[src/rtl/vending_controller.sv]
// rtl/vending_controller.sv - vending transaction sequencer: credit, selection, calculator strobe, vend and change payout
//
// Ports:
//   clk, reset                      clock and synchronous active-high reset
//   coin_valid, coin_value          coin insertion strobe and code (0=1, 1=2, 2=5, 3=10 units)
//   select_valid, select_id         product selection strobe and index
//   cancel                          refund request
//   coin_reject, insufficient       one-cycle refusal pulses
//   current_amount, product_price   operands for the change calculator, valid with calculate
//   calculate                       one-cycle calculator strobe
//   change_amount, valid_transaction  registered calculator result
//   vend_valid, vend_id             product release pulse and index
//   change_coin_valid/value/ack     change payout handshake, one coin per transfer
//   credit, busy                    accumulated credit; high outside IDLE

module vending_controller #(
    parameter logic [4:0] PRICE_0 = 5'd7,
    parameter logic [4:0] PRICE_1 = 5'd12,
    parameter logic [4:0] PRICE_2 = 5'd15,
    parameter logic [4:0] PRICE_3 = 5'd20
) (
    input  logic       clk,
    input  logic       reset,
    input  logic       coin_valid,
    input  logic [1:0] coin_value,
    input  logic       select_valid,
    input  logic [1:0] select_id,
    input  logic       cancel,
    output logic       coin_reject,
    output logic       insufficient,
    output logic [4:0] current_amount,
    output logic [4:0] product_price,
    output logic       calculate,
    input  logic [4:0] change_amount,
    input  logic       valid_transaction,
    output logic       vend_valid,
    output logic [1:0] vend_id,
    output logic       change_coin_valid,
    output logic [1:0] change_coin_value,
    input  logic       change_coin_ack,
    output logic [4:0] credit,
    output logic       busy
);

    typedef enum logic [1:0] {IDLE, CALC, WAIT, CHANGE} state_t;

    state_t     state;
    state_t     state_next;

    logic [4:0] remaining;
    logic [4:0] price_q;
    logic [1:0] id_q;
    logic       is_cancel_q;

    logic [4:0] coin_units;
    logic [5:0] credit_sum;
    logic [4:0] select_price;
    logic [1:0] greedy_code;
    logic [4:0] greedy_units;

    always_comb begin
        coin_units = 5'd1;
        case (coin_value)
            2'd0: coin_units = 5'd1;
            2'd1: coin_units = 5'd2;
            2'd2: coin_units = 5'd5;
            2'd3: coin_units = 5'd10;
            default: coin_units = 5'd1;
        endcase
    end

    // Sum checked one bit wider so an overflowing coin is refused, not wrapped.
    assign credit_sum = {1'b0, credit} + {1'b0, coin_units};

    always_comb begin
        select_price = PRICE_0;
        case (select_id)
            2'd0: select_price = PRICE_0;
            2'd1: select_price = PRICE_1;
            2'd2: select_price = PRICE_2;
            2'd3: select_price = PRICE_3;
            default: select_price = PRICE_0;
        endcase
    end

    // Largest coin not exceeding what is still owed; stable while remaining is.
    always_comb begin
        greedy_code  = 2'd0;
        greedy_units = 5'd1;
        if (remaining >= 5'd10) begin
            greedy_code  = 2'd3;
            greedy_units = 5'd10;
        end else if (remaining >= 5'd5) begin
            greedy_code  = 2'd2;
            greedy_units = 5'd5;
        end else if (remaining >= 5'd2) begin
            greedy_code  = 2'd1;
            greedy_units = 5'd2;
        end
    end

    always_ff @(posedge clk) begin
        if (reset) begin
            state <= IDLE;
        end else begin
            state <= state_next;
        end
    end

    always_comb begin
        state_next        = state;
        calculate         = 1'b0;
        current_amount    = 5'd0;
        product_price     = 5'd0;
        change_coin_valid = 1'b0;
        change_coin_value = 2'd0;
        busy              = (state != IDLE);
        case (state)
            IDLE: begin
                // A coin in the same cycle wins over a selection, but not over cancel.
                if (cancel || (select_valid && !coin_valid)) begin
                    state_next = CALC;
                end
            end
            CALC: begin
                calculate      = 1'b1;
                current_amount = credit;
                product_price  = price_q;
                state_next     = WAIT;
            end
            WAIT: begin
                state_next = (change_amount != 5'd0) ? CHANGE : IDLE;
            end
            CHANGE: begin
                change_coin_valid = 1'b1;
                change_coin_value = greedy_code;
                if (change_coin_ack && (remaining == greedy_units)) begin
                    state_next = IDLE;
                end
            end
            default: state_next = IDLE;
        endcase
    end

    always_ff @(posedge clk) begin
        if (reset) begin
            credit       <= 5'd0;
            remaining    <= 5'd0;
            price_q      <= 5'd0;
            id_q         <= 2'd0;
            is_cancel_q  <= 1'b0;
            coin_reject  <= 1'b0;
            insufficient <= 1'b0;
            vend_valid   <= 1'b0;
            vend_id      <= 2'd0;
        end else begin
            coin_reject  <= 1'b0;
            insufficient <= 1'b0;
            vend_valid   <= 1'b0;
            vend_id      <= 2'd0;
            case (state)
                IDLE: begin
                    if (coin_valid) begin
                        if (!cancel && !credit_sum[5]) begin
                            credit <= credit_sum[4:0];
                        end else begin
                            coin_reject <= 1'b1;
                        end
                    end
                    if (cancel) begin
                        price_q     <= 5'd0;
                        id_q        <= 2'd0;
                        is_cancel_q <= 1'b1;
                    end else if (select_valid && !coin_valid) begin
                        price_q     <= select_price;
                        id_q        <= select_id;
                        is_cancel_q <= 1'b0;
                    end
                end
                WAIT: begin
                    remaining <= change_amount;
                    credit    <= 5'd0;
                    if (valid_transaction) begin
                        vend_valid <= 1'b1;
                        vend_id    <= id_q;
                    end else if (!is_cancel_q) begin
                        insufficient <= 1'b1;
                    end
                end
                CHANGE: begin
                    if (change_coin_ack) begin
                        remaining <= remaining - greedy_units;
                    end
                end
                default: ;
            endcase
        end
    end

endmodule

[config.mk]
export PLATFORM = sky130hd
export DESIGN_NAME = vending_controller
export DESIGN_NICKNAME = d
export VERILOG_FILES = /design/src/rtl/vending_controller.sv
export SDC_FILE = /design/constraint.sdc
export NUM_CORES = 1
export LEC_CHECK = 0
export ABC_AREA = 1
export BUFFER_PORTS_ARGS = -buffer_cell sky130_fd_sc_hd__buf_2
export CAP_MARGIN = 20
export CORE_ASPECT_RATIO = 0.75
export CORE_MARGIN = 4
export CORE_UTILIZATION = 52
export DETAILED_ROUTE_END_ITERATION = 6
export PLACE_DENSITY = 0.79
export SYNTH_ARGS = -nofsm -noshare
export SYNTH_HDL_FRONTEND = slang
export SYNTH_SLANG_ARGS = --single-unit
[constraint.sdc]
create_clock -name clk -period 2.65 [get_ports clk]
set_input_delay 0.53 -clock clk [delete_from_list [all_inputs] [get_ports clk]]
set_output_delay 0.53 -clock clk [all_outputs]
set_load 0.05 [all_outputs]
After elaboration in Yosys (flattened, before gate mapping)
Cells that the tools add are included.
W data, S select, Z words.
{ "op_classes": {"n_eq_ne": 15, "add_sub_neg": 2, "shift": 0, "muxes": 31, "n_bitwise": 4, "order_cmp": 3, "n_div": 0, "multipliers": 0, "reduce_logical": 23} }
{ "op_table": {"columns": ["operator", "n"], "rows": [
  ["$pmux W5 S4", 2],
  ["$mux W5", 7],
  ["$pmux W5 S2", 2],
  ["$mux W2", 9],
  ["$eq A2 B2 Y1 const B", 6],
  ["$ne A2 B2 Y1 const B", 5],
  ["$reduce_or A3 Y1", 3],
  ["$mux W1", 8],
  ["$pmux W2 S4", 1],
  ["$reduce_bool A2 Y1", 4],
  ["$add A5 B5 Y6", 1],
  ["$eq A2 B1 Y1 const B", 3],
  ["$logic_not A2 Y1", 3],
  ["$reduce_and A2 Y1", 3],
  ["$eq A5 B5 Y1", 1],
  ["$ge A5 B2 Y1 const B", 1],
  ["$ge A5 B3 Y1 const B", 1],
  ["$ge A5 B4 Y1 const B", 1],
  ["$reduce_bool A5 Y1", 1],
  ["$sub A5 B5 Y5", 1],
  ["$mux W4", 1],
  ["$not A1 Y1", 4],
  ["$logic_and A1 B1 Y1", 3],
  ["$logic_not A1 Y1", 3],
  ["4 further kinds", 4]
]} }
{ "word_totals": {"wordCells": 88, "ram_bits": 0, "register_bits": 25, "output_inout_bits": 25, "input_bits": 16, "memories": 0, "latch_bits": 0, "rom_bits": 0} }

Longest topological paths before layout
{ "depth": {"depth_word": 8, "ltp_mapped": 13, "mapped_depth_nobuf": 13} }

Worst setup path after synthesis
No wires, ideal clock.
{ "synth_path": {"path_kind": "flip-flop to output port", "startpoint": "register state[0]", "endpoint": "output port product_price[1]", "path_buffers": 1, "arrival_time_ns": 2.458, "path_stages_with_launch": 6, "setup_slack_ns": -0.338, "required_ns": 2.120, "cell_sequence": "dfxtp_1 > inv_2 > nor2_1 > inv_2 > nor2_1 > buf_4"} }
{ "synth_via": {"elab_chain_cells": 2} }
{ "synth_lines": {"columns": ["item", "line", "rtl"], "rows": [
  ["start, declared", "47", "state_t state;"],
  ["start signal, assigned", "106", "state <= state_next;"],
  ["$eq A2 B1 Y1", "118", "case (state)"],
  ["$mux W5", "118", null],
  ["end, declared", "32", "output logic [4:0] product_price,"]
]} }
Every way passes these cells.

Worst setup path after layout
{ "layout_path": {"startpoint": "register remaining[3]", "endpoint": "register remaining[4]"} }
{ "layout_via": {"elab_chain_cells": 7, "word_cells_on_any_way": 9, "cone_classes": "1 x add/sub; 3 x order compare; 5 x mux"} }
{ "layout_lines": {"columns": ["item", "line", "rtl"], "rows": [
  ["start, declared", "50", "logic [4:0] remaining;"],
  ["start signal, assigned", "181", "remaining <= change_amount;"],
  ["start signal, assigned", "192", "remaining <= remaining - greedy_units;"],
  ["$ge A5 B2 Y1", "96", "end else if (remaining >= 5'd2) begin"],
  ["$mux W2", "96", null],
  ["$mux W3", "93", "end else if (remaining >= 5'd5) begin"],
  ["$mux W4", "90", "if (remaining >= 5'd10) begin"],
  ["$sub A5 B5 Y5 *", "192", null],
  ["$mux W5 *", "191", "if (change_coin_ack) begin"],
  ["$pmux W5 S2 *", "161", "case (state)"]
]} }
Every way passes the cells marked *; elsewhere a longest branch is shown, timed or not. The select of a mux whose other input is x is not followed.
A chain may end at the register's enable or synchronous reset.

==> results_dict.tcl <==
set metrics [dict create \
    cp_max_fo 4 \
    gp_congestion 0.8764 \
    via_per_inst 4.937 \
    clockBufferDepth 2 \
    p_switching_mw 1.114 \
    grt_overflow 0 \
    crit_start "remaining[3]" \
    status "finished clean" \
    syn_to_final_growth_pct 19.65 \
    p_per_area_mw_per_mm2 1207 \
    clock_sinks 24 \
    drtIter0Drc 94 \
    grt_pass1_wl_um 5609 \
    vias 1481 \
    maxSlewHeadroom_pct 68.19 \
    clockPowerShare_pct 14.7 \
    yosysWarnings 0 \
    die_width_um 70.07 \
    worst_setup_path_start_kind "flop" \
    antenna_found_initial 0 \
    combPwrFrac_pct 59.7 \
    cts_root_buf "clkbuf_8" \
    setup_viol 0 \
    worstSetupEndpointType "flop" \
    cts_hold_buf 0 \
    die_h_um 54.56 \
    layout.area.seq_um2 480.5 \
    cap_violations 0 \
    clkTransAtPathRegs_ns 0.08 \
    min_period_over_period_pct 87.43 \
    wl_um 3380 \
    synth_seq_area_share_pct 31.97 \
    drc 0 \
    worstSetupEndpoint "remaining[4]" \
    p_leak_nw 0.9697 \
    worstSetupPathType "reg -> reg" \
    final.setup_skew_ns 0.0006632 \
    first_pass_iters 4 \
    core_area_mm2 0.002683 \
    timing.setup.tns_ns 0 \
    postRouteAntennaNets 0 \
    reg2reg_slack_ns 0.33 \
    hp-class "reg -> reg" \
    postSynthCellCount 224 \
    switching_share_pct 51.35 \
    postCtsSetupBuffers 0 \
    initial_core_util_pct 56.02 \
    diodes 0 \
    grt_pass1_vias 1311 \
    syn_nets 253 \
    worstPathArrival_ns 2.47 \
    avgSynthCellArea_um2 6.708 \
    period_minus_slack_ns 2.317 \
    clock_latency_ns 0.26 \
    finalCoreUtilization_pct 67.02 \
    crit_required_ns 2.80 \
    ios 41 \
    multiInputGateArea_um2 843.3 \
    max_freq_ghz 0.4316 \
    seq_power_share_pct 25.6 \
    dp_hpwl_um 2649 \
    grt_util_all_layers_pct 18.45 \
    rows 16 \
    rsz0062_at_grt "false" \
    n_fill_cell 270 \
    final_max_slew_viol_count 0 \
    r2r-end "remaining[4]" \
    synth_seq_cells 24 \
    cts_max_level 1 \
    cts_tree "yes" \
    nNetsFinal 294 \
    drive_gt1_share_pct 22.73 \
    yosysUniqueCellTypes 29 \
    grt_max_degree 15 \
    tightest_slew_ns 0.4722 \
    wire_per_inst_um 11.27 \
    internal_power_mw 1.056 \
    worstRegToRegCells 12 \
    synth_area_mm2 0.001503 \
    die_area_mm2 0.003823 \
    hold_violations 0 \
    timing.rr.start "remaining[3]" \
    io_buffers 40 \
    cts_buffers 3 \
    peakVddDrop_v 0.0005366 \
    ctsResizeCount 0 \
]
-- stage by stage --
stage | hold slack [ns] | instances | setup WS, ns | instance area (um2) | power, mW
global placement | 0.4096 | 296 | 0.4620 | 1727 | 1.827
floorplan | 0.3916 | 224 | 0.2239 | 1508 | 1.587
finish | 0.4181 | 300 | 0.3331 | 1798 | 2.171
global route | 0.4279 | 300 | 0.1303 | 1798 | 2.361
detailed placement | 0.4071 | 296 | 0.3443 | 1727 | 1.854
CTS | 0.4217 | 300 | 0.3298 | 1798 | 2.177
-- metal layers --
layer	vias to the layer above	share of wire, %	track usage (%)
li1	782	-	-
met1	647	48	24.70
met2	48	44	30.88
met3	4	7.2	4.220
met4	0	0.80	4.140
met5	-	0	0
-- layout make-up --
class | instances | share of cell area, %
Clock buffer | 3 | 2.296
Timing Repair Buffer | 40 | 11.13
Clock inverter | 1 | 1.670
Multi-Input combinational cell | 154 | 46.90
Inverter | 42 | 8.768
Sequential cell | 24 | 26.72
Tap cell | 36 | 2.505
-- worst min-delay path by stage --
stage | start | endpoint | slack, ns | cells after the start
2_1_floorplan | is_cancel_q | insufficient | 0.39 | 1
3_3_place_gp | is_cancel_q | insufficient | 0.41 | 1
3_5_place_dp | is_cancel_q | insufficient | 0.41 | 1
4_1_cts | is_cancel_q | insufficient | 0.42 | 1
5_1_grt | valid_transaction | insufficient | 0.43 | 2
6_report | is_cancel_q | insufficient | 0.42 | 1
-- sequential cells by signal (all words and copies together), names as in the netlist --
name / cells
coin_reject: 1
insufficient: 1
vend_id: 2
remaining: 5
vend_valid: 1
price_q: 4
is_cancel_q: 1
id_q: 2
credit: 5
state: 2
-- cell usage after synthesis --
library cell,instances,area share (%)
nand2_1,46,11
o21ai_1,1,0.33
fa_1,2,2.7
o21ai_2,2,1.2
nor2_1,28,7.0
nand2_2,2,0.83
buf_4,1,0.50
nor4_1,1,0.42
dfxtp_1,24,32
a21oi_1,23,7.7
nor3_2,1,0.67
clkinv_1,1,0.25
nand3_1,16,5.3
inv_1,36,9.0
buf_6,1,0.75
a31oi_1,1,0.42
o21ai_0,8,2.7
o22ai_1,1,0.42
xor2_1,1,0.58
nand3b_1,1,0.50
ha_1,11,9.2
clkbuf_1,2,0.50
nand4_1,2,0.83
inv_2,5,1.2
or2_2,1,0.42
and2_1,2,0.83
nor3_1,1,0.33
nor2_4,1,0.75
nand3_2,2,1.3
-- cells by family (layout without fill, tap and decap cells) --
family / count (synthesis) / count (layout) / share of synthesized area, %
XOR/XNOR: 1 / 1 / 0.5830
AO/OA/AOI/OAI: 36 / 36 / 12.66
adder cells (fa/ha/maj): 13 / 13 / 11.82
buffers and inverters: 46 / 86 / 12.24
flip-flops: 24 / 24 / 31.97
AND/OR/NAND/NOR: 104 / 104 / 30.72
-- placed cells by master, fill, tap and decap left out --
cell       instances
a21oi_1           23
nor2_4             1
nor4_1             1
o21ai_0            8
clkbuf_8           3
nand3b_1           1
nand2_2            2
nor2_1            26
buf_2             40
dfxtp_1           24
o21ai_1            1
o21ai_2            2
o22ai_1            1
or2_2              1
nand3_2            2
and2_1             2
a31oi_1            1
inv_2              5
nand3_1           16
xor2_1             1
inv_1             36
fa_1               2
ha_1              11
nor3_1             1
nor2_2             2
clkinv_1           1
nand4_1            2
nor3_2             1
nand2_1           46
bufinv_16          1
-- worst max-delay path: stages (launching register included) --
cell	delay, ns
dfxtp_1	0.34
nor2_1	0.21
inv_1	0.08
o21ai_0	0.41
ha_1	0.23
inv_1	0.07
fa_1	0.44
nand2_1	0.11
nand3_1	0.07
nand2_1	0.06
nand3_1	0.07
nand2_1	0.06
a21oi_1	0.05
-- power by group through the flow --
stage | clock [mW] | sequential (mW) | combinational [mW]
global placement | 0 | 0.559 | 1.27
global route | 0.341 | 0.573 | 1.45
floorplan | 0 | 0.673 | 0.914
CTS | 0.325 | 0.556 | 1.30
finish | 0.320 | 0.555 | 1.30
detailed placement | 0 | 0.564 | 1.29
Note: power is estimated with default switching activity, not from simulation.
